==> src/rtl/cmp_seq_pkg.sv <==
// Shared constants and sizing helpers for the chunked magnitude comparator.
// Feedback codes carry the decided/undecided result between chunk slices.
package cmp_seq_pkg;

  typedef logic [1:0] fb_t;
  typedef logic [1:0] state_t;

  localparam fb_t FB_EQ = 2'b00;
  localparam fb_t FB_LT = 2'b10;
  localparam fb_t FB_GT = 2'b01;

  localparam state_t ST_IDLE    = 2'd0;
  localparam state_t ST_COMPARE = 2'd1;
  localparam state_t ST_DONE    = 2'd2;

  function automatic int unsigned num_chunks(input int unsigned width,
                                             input int unsigned chunk);
    return width / chunk;
  endfunction

  // Counter must hold the value NCHUNK itself, hence the +1.
  function automatic int unsigned cnt_width(input int unsigned nchunk);
    return $clog2(nchunk + 1);
  endfunction

endpackage

==> src/rtl/cmp_chunk_slice.sv <==
// One CHUNK-bit slice of the magnitude comparator; combinational.
// A decided feedback code passes through, an undecided one is resolved here.
module cmp_chunk_slice
  import cmp_seq_pkg::*;
#(
  parameter int unsigned CHUNK = 8
) (
  input  logic [CHUNK-1:0] chunk_a_i,
  input  logic [CHUNK-1:0] chunk_b_i,
  input  logic [1:0]       fb_i,
  output logic [1:0]       fb_o
);

  always_comb begin
    fb_o = fb_i;
    if (fb_i == FB_EQ) begin
      if (chunk_a_i < chunk_b_i) begin
        fb_o = FB_LT;
      end else if (chunk_a_i > chunk_b_i) begin
        fb_o = FB_GT;
      end
    end
  end

endmodule

==> src/rtl/cmp_chunk_sequencer.sv <==
// Multi-cycle unsigned magnitude comparator: one CHUNK slice per cycle, MSB first,
// with valid/ready handshakes on request and result sides.
module cmp_chunk_sequencer
  import cmp_seq_pkg::*;
#(
  parameter int unsigned WIDTH      = 16,
  parameter int unsigned CHUNK      = 8,
  parameter int unsigned EARLY_EXIT = 1,
  localparam int unsigned NCHUNK    = num_chunks(WIDTH, CHUNK),
  localparam int unsigned CNT_W     = cnt_width(NCHUNK)
) (
  input  logic             clk_i,
  input  logic             rst_n_i,
  input  logic             start_i,
  output logic             ready_o,
  input  logic [WIDTH-1:0] a_i,
  input  logic [WIDTH-1:0] b_i,
  input  logic             clear_i,
  output logic             valid_o,
  input  logic             ready_i,
  output logic             less_o,
  output logic             equal_o,
  output logic             greater_o,
  output logic [CNT_W-1:0] chunks_used_o,
  output logic             busy_o
);

  if ((CHUNK == 0) || (WIDTH == 0) || ((WIDTH % CHUNK) != 0)) begin : g_bad_params
    $error("cmp_chunk_sequencer: WIDTH must be a non-zero multiple of CHUNK");
  end

  localparam logic [CNT_W-1:0] LAST_IDX = CNT_W'(NCHUNK - 1);

  state_t           state_q, state_d;
  fb_t              fb_q, fb_d;
  logic [CNT_W-1:0] cnt_q, cnt_d;
  logic [CNT_W-1:0] idx_q, idx_d;
  logic [WIDTH-1:0] a_q, a_d;
  logic [WIDTH-1:0] b_q, b_d;

  logic [CHUNK-1:0] chunk_a, chunk_b;
  fb_t              fb_slice;
  logic             decided;

  // Chunk select as an explicit mux so idx_q never enters an index multiply.
  always_comb begin
    chunk_a = '0;
    chunk_b = '0;
    for (int unsigned i = 0; i < NCHUNK; i++) begin
      if (idx_q == CNT_W'(i)) begin
        chunk_a = a_q[i*CHUNK +: CHUNK];
        chunk_b = b_q[i*CHUNK +: CHUNK];
      end
    end
  end

  cmp_chunk_slice #(
    .CHUNK(CHUNK)
  ) u_slice (
    .chunk_a_i(chunk_a),
    .chunk_b_i(chunk_b),
    .fb_i     (fb_q),
    .fb_o     (fb_slice)
  );

  assign decided = (EARLY_EXIT != 0) && (fb_slice != FB_EQ);

  always_comb begin
    state_d = state_q;
    fb_d    = fb_q;
    cnt_d   = cnt_q;
    idx_d   = idx_q;
    a_d     = a_q;
    b_d     = b_q;
    if (clear_i) begin
      state_d = ST_IDLE;
      fb_d    = FB_EQ;
      cnt_d   = '0;
      idx_d   = '0;
    end else begin
      case (state_q)
        ST_IDLE: begin
          if (start_i) begin
            state_d = ST_COMPARE;
            a_d     = a_i;
            b_d     = b_i;
            idx_d   = LAST_IDX;
            fb_d    = FB_EQ;
            cnt_d   = '0;
          end
        end
        ST_COMPARE: begin
          fb_d  = fb_slice;
          cnt_d = cnt_q + 1'b1;
          if (idx_q != '0) begin
            idx_d = idx_q - 1'b1;
          end
          if ((idx_q == '0) || decided) begin
            state_d = ST_DONE;
          end
        end
        ST_DONE: begin
          if (ready_i) begin
            state_d = ST_IDLE;
          end
        end
        default: state_d = ST_IDLE;
      endcase
    end
  end

  always_ff @(posedge clk_i or negedge rst_n_i) begin
    if (!rst_n_i) begin
      state_q <= ST_IDLE;
      fb_q    <= FB_EQ;
      cnt_q   <= '0;
      idx_q   <= '0;
      a_q     <= '0;
      b_q     <= '0;
    end else begin
      state_q <= state_d;
      fb_q    <= fb_d;
      cnt_q   <= cnt_d;
      idx_q   <= idx_d;
      a_q     <= a_d;
      b_q     <= b_d;
    end
  end

  // Outputs decode straight from state so reset takes effect without a clock.
  assign ready_o       = (state_q == ST_IDLE);
  assign busy_o        = (state_q == ST_COMPARE);
  assign valid_o       = (state_q == ST_DONE);
  assign less_o        = valid_o && (fb_q == FB_LT);
  assign greater_o     = valid_o && (fb_q == FB_GT);
  assign equal_o       = valid_o && (fb_q == FB_EQ);
  assign chunks_used_o = valid_o ? cnt_q : '0;

  fb_legal_a: assert property (@(posedge clk_i) disable iff (!rst_n_i) fb_q != 2'b11);

endmodule

==> config.mk <==
export PLATFORM = sky130hd
export DESIGN_NAME = cmp_chunk_sequencer
export DESIGN_NICKNAME = d
export VERILOG_FILES = /design/src/rtl/cmp_seq_pkg.sv /design/src/rtl/cmp_chunk_slice.sv /design/src/rtl/cmp_chunk_sequencer.sv
export SDC_FILE = /design/constraint.sdc
export NUM_CORES = 1
export LEC_CHECK = 0
export ABC_AREA = 1
export CAP_MARGIN = 5
export CELL_PAD_IN_SITES_DETAIL_PLACEMENT = 0
export CELL_PAD_IN_SITES_GLOBAL_PLACEMENT = 2
export CORE_MARGIN = 4
export CORE_UTILIZATION = 30
export CTS_CLUSTER_DIAMETER = 40
export DETAILED_ROUTE_END_ITERATION = 10
export PLACE_DENSITY_LB_ADDON = 0.1
export SLEW_MARGIN = 20
export SYNTH_ARGS = -nofsm -noshare
export SYNTH_HDL_FRONTEND = slang
export SYNTH_HIERARCHICAL = 1
export SYNTH_SLANG_ARGS = --single-unit
export TNS_END_PERCENT = 5
==> constraint.sdc <==
create_clock -name clk_i -period 3.01 [get_ports clk_i]
set_clock_uncertainty 0.05 [all_clocks]
set_input_delay 0.602 -clock clk_i [delete_from_list [all_inputs] [get_ports clk_i]]
set_output_delay 0.602 -clock clk_i [all_outputs]
set_load 0.02 [all_outputs]
======== Word-level counts from Yosys, hierarchy flattened ========
Index checks and enable logic that the tools add are counted.
operators by class
  bitwise logic cells ..................... 1
  $lt $le $gt $ge ......................... 2
  eq/ne operators ......................... 9
  multipliers ............................. 0
  div/mod/pow operators ................... 0
  reductions and logical operators ........ 14
  mux-type cells .......................... 21
  add/sub/neg operators ................... 2
  shift operators ......................... 0
operator list
  cell                                                                 count
  8-bit 2-to-1 mux                                                     4
  2-bit 2-to-1 mux                                                     13
  3-bit by 2-bit != test with 1-bit output (second input constant)     4
  2-bit one-hot mux with 2 select lines                                3
  3-bit AND reduction                                                  3
  8-bit greater-than comparator                                        1
  8-bit less-than comparator                                           1
  2-bit by 1-bit == test with 1-bit output (second input constant)     3
  2-bit zero test                                                      3
  2-bit one-hot mux with 3 select lines                                1
  2-bit == test (second input constant)                                2
  2-bit nonzero test                                                   2
  1-bit logical AND                                                    3
  3-bit nonzero test                                                   1
  2-bit by 1-bit adder with 2-bit output (second input constant)       1
  2-bit AND reduction                                                  1
  2-bit by 1-bit subtractor with 2-bit output (second input constant)  1
  1-bit logical OR                                                     1
  1-bit inverter                                                       1
word-level totals
  bits in registers ....................... 40
  logic and storage cells ................. 55
  output and inout bits ................... 8
  memory bits (writable) .................. 0
  latch bits .............................. 0
  memories kept ........................... 0
  input port bits ......................... 37
  memory bits (read-only) ................. 0

======== Depth between registers and ports, before layout ========
  depth after elaboration ................. 12
  gate-level depth with buffers ........... 21
  mapped depth without buffers ............ 19

======== Cells and area by module ========
The synthesis kept the hierarchy.
by module, submodules not included
  module               instances  cells an instance  area an instance (µm²)  sequential area each (µm²)
  cmp_chunk_sequencer  1          258                2,164.6                 1,001.0
  cmp_chunk_slice      1          43                 242.7                   0.0

======== Worst setup path after synthesis ========
No wires, ideal clock.
  kind .................................... register -> register
  start ................................... register idx_q[0]
  end ..................................... register state_q[1]
  clock period less this slack ............ 2.285 ns
  buffers on the path ..................... 2
  path slack .............................. 0.725 ns
  data required time ...................... 2.842 ns
  arrival ................................. 2.117 ns
  stages on the path, launching flop included .. 18
  setup time .............................. 0.118 ns
  path through ............................ dfrtp_1 ha_1 buf_2 inv_1 buf_2 nand3_1 nand2_1 inv_1 ha_1 nand2_1 nor2_2 nand2_1 a21oi_2 a21oi_1 inv_1 nand3_1 nand4_1 nand2_1
between the ends
  cells in the longest elaborated chain, start to end .. 11
ends and longest elaborated chain
  element                                                      RTL line                    RTL
  start, declared                                              cmp_chunk_sequencer.sv:37   logic [CNT_W-1:0] idx_q, idx_d;
  start signal, assigned                                       cmp_chunk_sequencer.sv:124  idx_q <= idx_d;
  2-bit zero test                                              cmp_chunk_sequencer.sv:50   if (idx_q == CNT_W'(i)) begin
  8-bit 2-to-1 mux                                             cmp_chunk_sequencer.sv:50
  8-bit 2-to-1 mux *                                           cmp_chunk_sequencer.sv:50
  named net chunk_b[6]                                         cmp_chunk_sequencer.sv:41   logic [CHUNK-1:0] chunk_a, chunk_b;
  8-bit greater-than comparator                                cmp_chunk_slice.sv:19       end else if (chunk_a_i > chunk_b_i) begin
  2-bit 2-to-1 mux                                             cmp_chunk_slice.sv:19
  2-bit 2-to-1 mux *                                           cmp_chunk_slice.sv:17       if (chunk_a_i < chunk_b_i) begin
  2-bit 2-to-1 mux *                                           cmp_chunk_slice.sv:16       if (fb_i == FB_EQ) begin
  named net fb_slice[0]                                        cmp_chunk_sequencer.sv:42   fb_t fb_slice;
  2-bit nonzero test *                                         cmp_chunk_sequencer.sv:66   assign decided = (EARLY_EXIT != 0) && (fb_slice != FB_EQ);
  1-bit logical OR *                                           cmp_chunk_sequencer.sv:98   if ((idx_q == '0) || decided) begin
  3-bit by 2-bit != test with 1-bit output (no source line) *  n/a
  3-bit AND reduction (no source line) *                       n/a
  end signal, assigned                                         cmp_chunk_sequencer.sv:121  state_q <= state_d;
  end, declared                                                cmp_chunk_sequencer.sv:34   state_t state_q, state_d;
The timed path passes the listed nets; every way through them passes the cells marked *.
A chain may end at the register's enable or synchronous reset.

======== Worst setup path after layout ========
  start ................................... register state_q[1]
  end ..................................... output port equal_o
between the ends
  cells in the longest elaborated chain, start to end .. 2
ends and longest elaborated chain
  element            RTL line                    RTL
  2-bit == test      cmp_chunk_sequencer.sv:133  assign valid_o = (state_q == ST_DONE);
  1-bit logical AND  cmp_chunk_sequencer.sv:136  assign equal_o = valid_o && (fb_q == FB_EQ);
  end, declared      cmp_chunk_sequencer.sv:22   output logic equal_o,
No other way between the ends.

==> out/results.txt <==
The run finished with clean final reports. Across the whole layout, storage elements account for 1000 um^2. On the worst path, the slowest cell contributes a delay of 0.63 ns. The worst path needs 2.55 ns of the cycle, external delays included. IR analysis of the VDD net gives a maximum drop of 0.000185 V. Among the stages of the critical path, the cell type that occurs most often is inv_1. In this run the horizontal extent of the chip is 97.6 um. Setup repair after global routing left no endpoint under its margin. The element type at the critical path end was an output pin. The vertical extent of the die was 97.6 um. Among all flip-flop cells after synthesis, the most frequent one is dfrtp_1. Counting flops and latches in the post-synthesis netlist gives 40. The final-report hold violation count was 0; the average footprint of a synthesized cell was 8.00 um^2. The run gives 0.402 as the sequential fraction of design power. The run gives 0.692 as the final RePlAce weighted congestion. The number of global-route vias before repair is 1,829. Summing every instance area after synthesis gives 2410 um^2. In this run the deepest clock path goes through 2 buffers.

The first detailed-routing pass took 4 iterations. The logs give 7770 um^2 for the core box area and 0.171 for the clock power share. The number of gates resized after CTS was 0. The number of H-tree levels was 2. The initial antenna violation count is 0, and the tightest slew margin relative to the limit is 0.411. Summing all multi-input logic gate instances after layout gives 1090 um^2. The per-cell via count in the routed design is 4.15.

The transition time at the pin with the least slew margin is 0.883 ns, and the number of design rule violations left after detail routing is 0. The count of nets left with antenna violations once routing finished came out at 0. The largest driver fanout on the critical path was 5. For the count of standard-cell rows, the log shows 32. For the sum of overflow across all layers after global routing, the log shows 0.

On the critical path, the stage with the largest delay is an instance of clkdlybuf4s50_1. The signal on the critical path passes through inv_1 -> nor2_1 -> inv_1 -> nor3_1 -> clkdlybuf4s50_1. In this run the count of I/O pins placed on the die edge is 45. The logs give 0.776 mW for the power spent charging and discharging nets and 0 for the post-CTS repair timing setup buffer count. For the wire length of the first global-routing pass, the log shows 8630 um. The layout has 843 filler cells.

The final setup slack of the worst path was 0.459 ns; the initial core utilization was 0.310. The number of max-slew violations in the final report was 0; the proportion of power drawn by combinational gates was 0.427. After clock tree synthesis, the clock-pin slew on the worst setup and hold paths is 0.07 ns. The part of the cycle the worst path needs came out at 0.847. Summed over all cells, the static leakage comes to 1.53 nW. The power per cell area was 658 nW/um^2; the internal portion of total power was 1.20 mW. For the total routed wirelength, the log shows 4930 um. Entering global routing, the biggest net connects 41 pins. The tree is rooted in a clkbuf_8.

The arrival time of data at the critical path endpoint was 1.90 ns; the detailed-placement wirelength estimate was 3680 um. The tool flagged a number of max-cap violations equal to 0. Fraction of registers with async set or reset after synthesis: 1.00. The setup path with the least slack is of type flip-flop to output pin. The first routing iteration left 51 violations. The area added between synthesis and finish is 24.7%. The path class of the lowest-slack min-delay path is input port to async pin. At the worst endpoint, the required time is 2.36 ns.

The global-route usage over all layers was 0.110. The net total in the final layout was 391; the average wire per standard cell was 11.0 um. The number of clock buffers inserted by TritonCTS came out at 5. Share of cells above drive strength 1: 0.215. 0 antenna diodes ended up in the layout. The insertion delay to the later sink of the worst-skew pair is 0.29 ns.

Synthesis produced a netlist with a net count of 348. Adding up every negative setup slack in the final design gives 0 ns. The proportion of synthesized chip area in sequential cells is 0.416, and the final-report setup violation count is 0.

For this run, the number of Yosys warnings is 6. For the number of sinks on the clock net, the log shows 40. After synthesis, the cell types taking the most area are dfrtp_1, o21ai_2, nand2_1. The tools report the worst slack after detailed placement as 0.558 ns. Detailed routing inserted a total of 1,850 vias. In this run, distinct cell masters in the synthesized netlist total 22. The number of flops mapped to enable cells by yosys came out at 0. TritonCTS built the clock tree. The area share of the largest cell type after synthesis came out at 0.416. Net switching fraction of the power: 0.393.

Summed over all instances, the cell type with the most area after synthesis is dfrtp_1. Timing would allow up to 392 MHz. The count of buffers inserted at the top-level ports is 44. After technology mapping, the gate count stands at 301. The worst setup path is launched from a flip-flop. Full die area: 9520 um^2. The run gives 0 as the quantity of hold-fixing buffers added after cts.
## cell usage after synthesis (3+ instances only)
cell,n
nor2_1,12
a21oi_1,3
nand2_2,27
inv_1,60
buf_6,6
ha_1,10
nand3_1,22
nand2_1,68
o21ai_1,5
buf_2,4
dfrtp_1,40
o21ai_2,30
## state kept, by name, summed over array words and instances (netlist names)
signal / flops
a_q: 16
b_q: 16
cnt_q: 2
fb_q: 2
idx_q: 2
state_q: 2
## layout by cell type, fill, tap and decap left out, drive strengths merged
master / Yosys / layout
nor2: 15 / 15
nor3: 2 / 2
clkdlybuf4s50: 0 / 43
ha: 10 / 10
buf: 11 / 5
nand4: 2 / 2
clkbuf: 1 / 6
inv: 61 / 61
nand3: 23 / 23
clkinv: 0 / 1
a21oi: 4 / 4
nand2: 95 / 95
o21ai: 37 / 37
dfrtp: 40 / 40
## layout make-up
class / instances / share of cell area
multi-input cells: 188 / 0.363
flip-flops and latches: 40 / 0.333
repair buffers: 48 / 0.159
inverters: 61 / 0.0763
well taps: 102 / 0.0425
clock buffers: 6 / 0.0242
clock inverters: 1 / 0.00167
## through the flow
step            util  area (um^2)  hold slack [ns]  instances  power (mW)
5_1_grt        0.387         3000            0.461        446        2.19
3_5_place_dp   0.377         2930            0.414        439        1.67
4_1_cts        0.387         3000            0.426        446        2.03
6_report       0.387         3000            0.387        446        1.98
2_1_floorplan      -         2410            0.256        301        1.44
3_3_place_gp   0.377         2930            0.409        439        1.67
## worst max-delay path: cells and delay by family (launching register included)
| kind | cells | cell delay (ns) |
|---|---|---|
| buf+inv | 3 | 0.83 |
| flops | 1 | 0.45 |
| simple gates | 2 | 0.32 |
## routing by layer
layer	vias up	share of wire	GRT usage
li1	998	-	-
met2	36	0.42	0.159
met1	808	0.52	0.160
met4	0	0.013	0.0319
met5	-	0	0
met3	8	0.052	0.0294
## power by group through the flow
stage               clock network, mW  registers [mW]  logic (mW)
finish                          0.337           0.795       0.843
detailed placement                  0           0.809       0.860
floorplan                           0           0.773       0.663
global route                    0.376           0.819       0.995
global placement                    0           0.809       0.860
CTS                             0.362           0.800       0.865
## logic make-up (layout without fill, tap and decap cells)
logic type,Yosys count,in the layout,synth area share
AO/OA/AOI/OAI,41,41,0.134
adder cells (fa/ha/maj),10,10,0.0520
buffers and inverters,73,116,0.135
flip-flops,40,40,0.416
AND/OR/NAND/NOR,137,137,0.264
## path summary, 6_finish.rpt
check                      cells past startpoint         end  startpoint  slack [ns]
setup / recovery                               5     equal_o  state_q[1]        0.46
hold / removal                                 1      a_q[6]     rst_n_i        0.39
setup reg to reg                              15  state_q[1]    idx_q[0]        0.58
hold reg to reg                                2    idx_q[1]    idx_q[1]        0.43
max in group asynchronous                      1    idx_q[0]     rst_n_i        1.97
min in group clk_i                             2    idx_q[1]    idx_q[1]        0.43
Power figures use the tool's default switching activity.
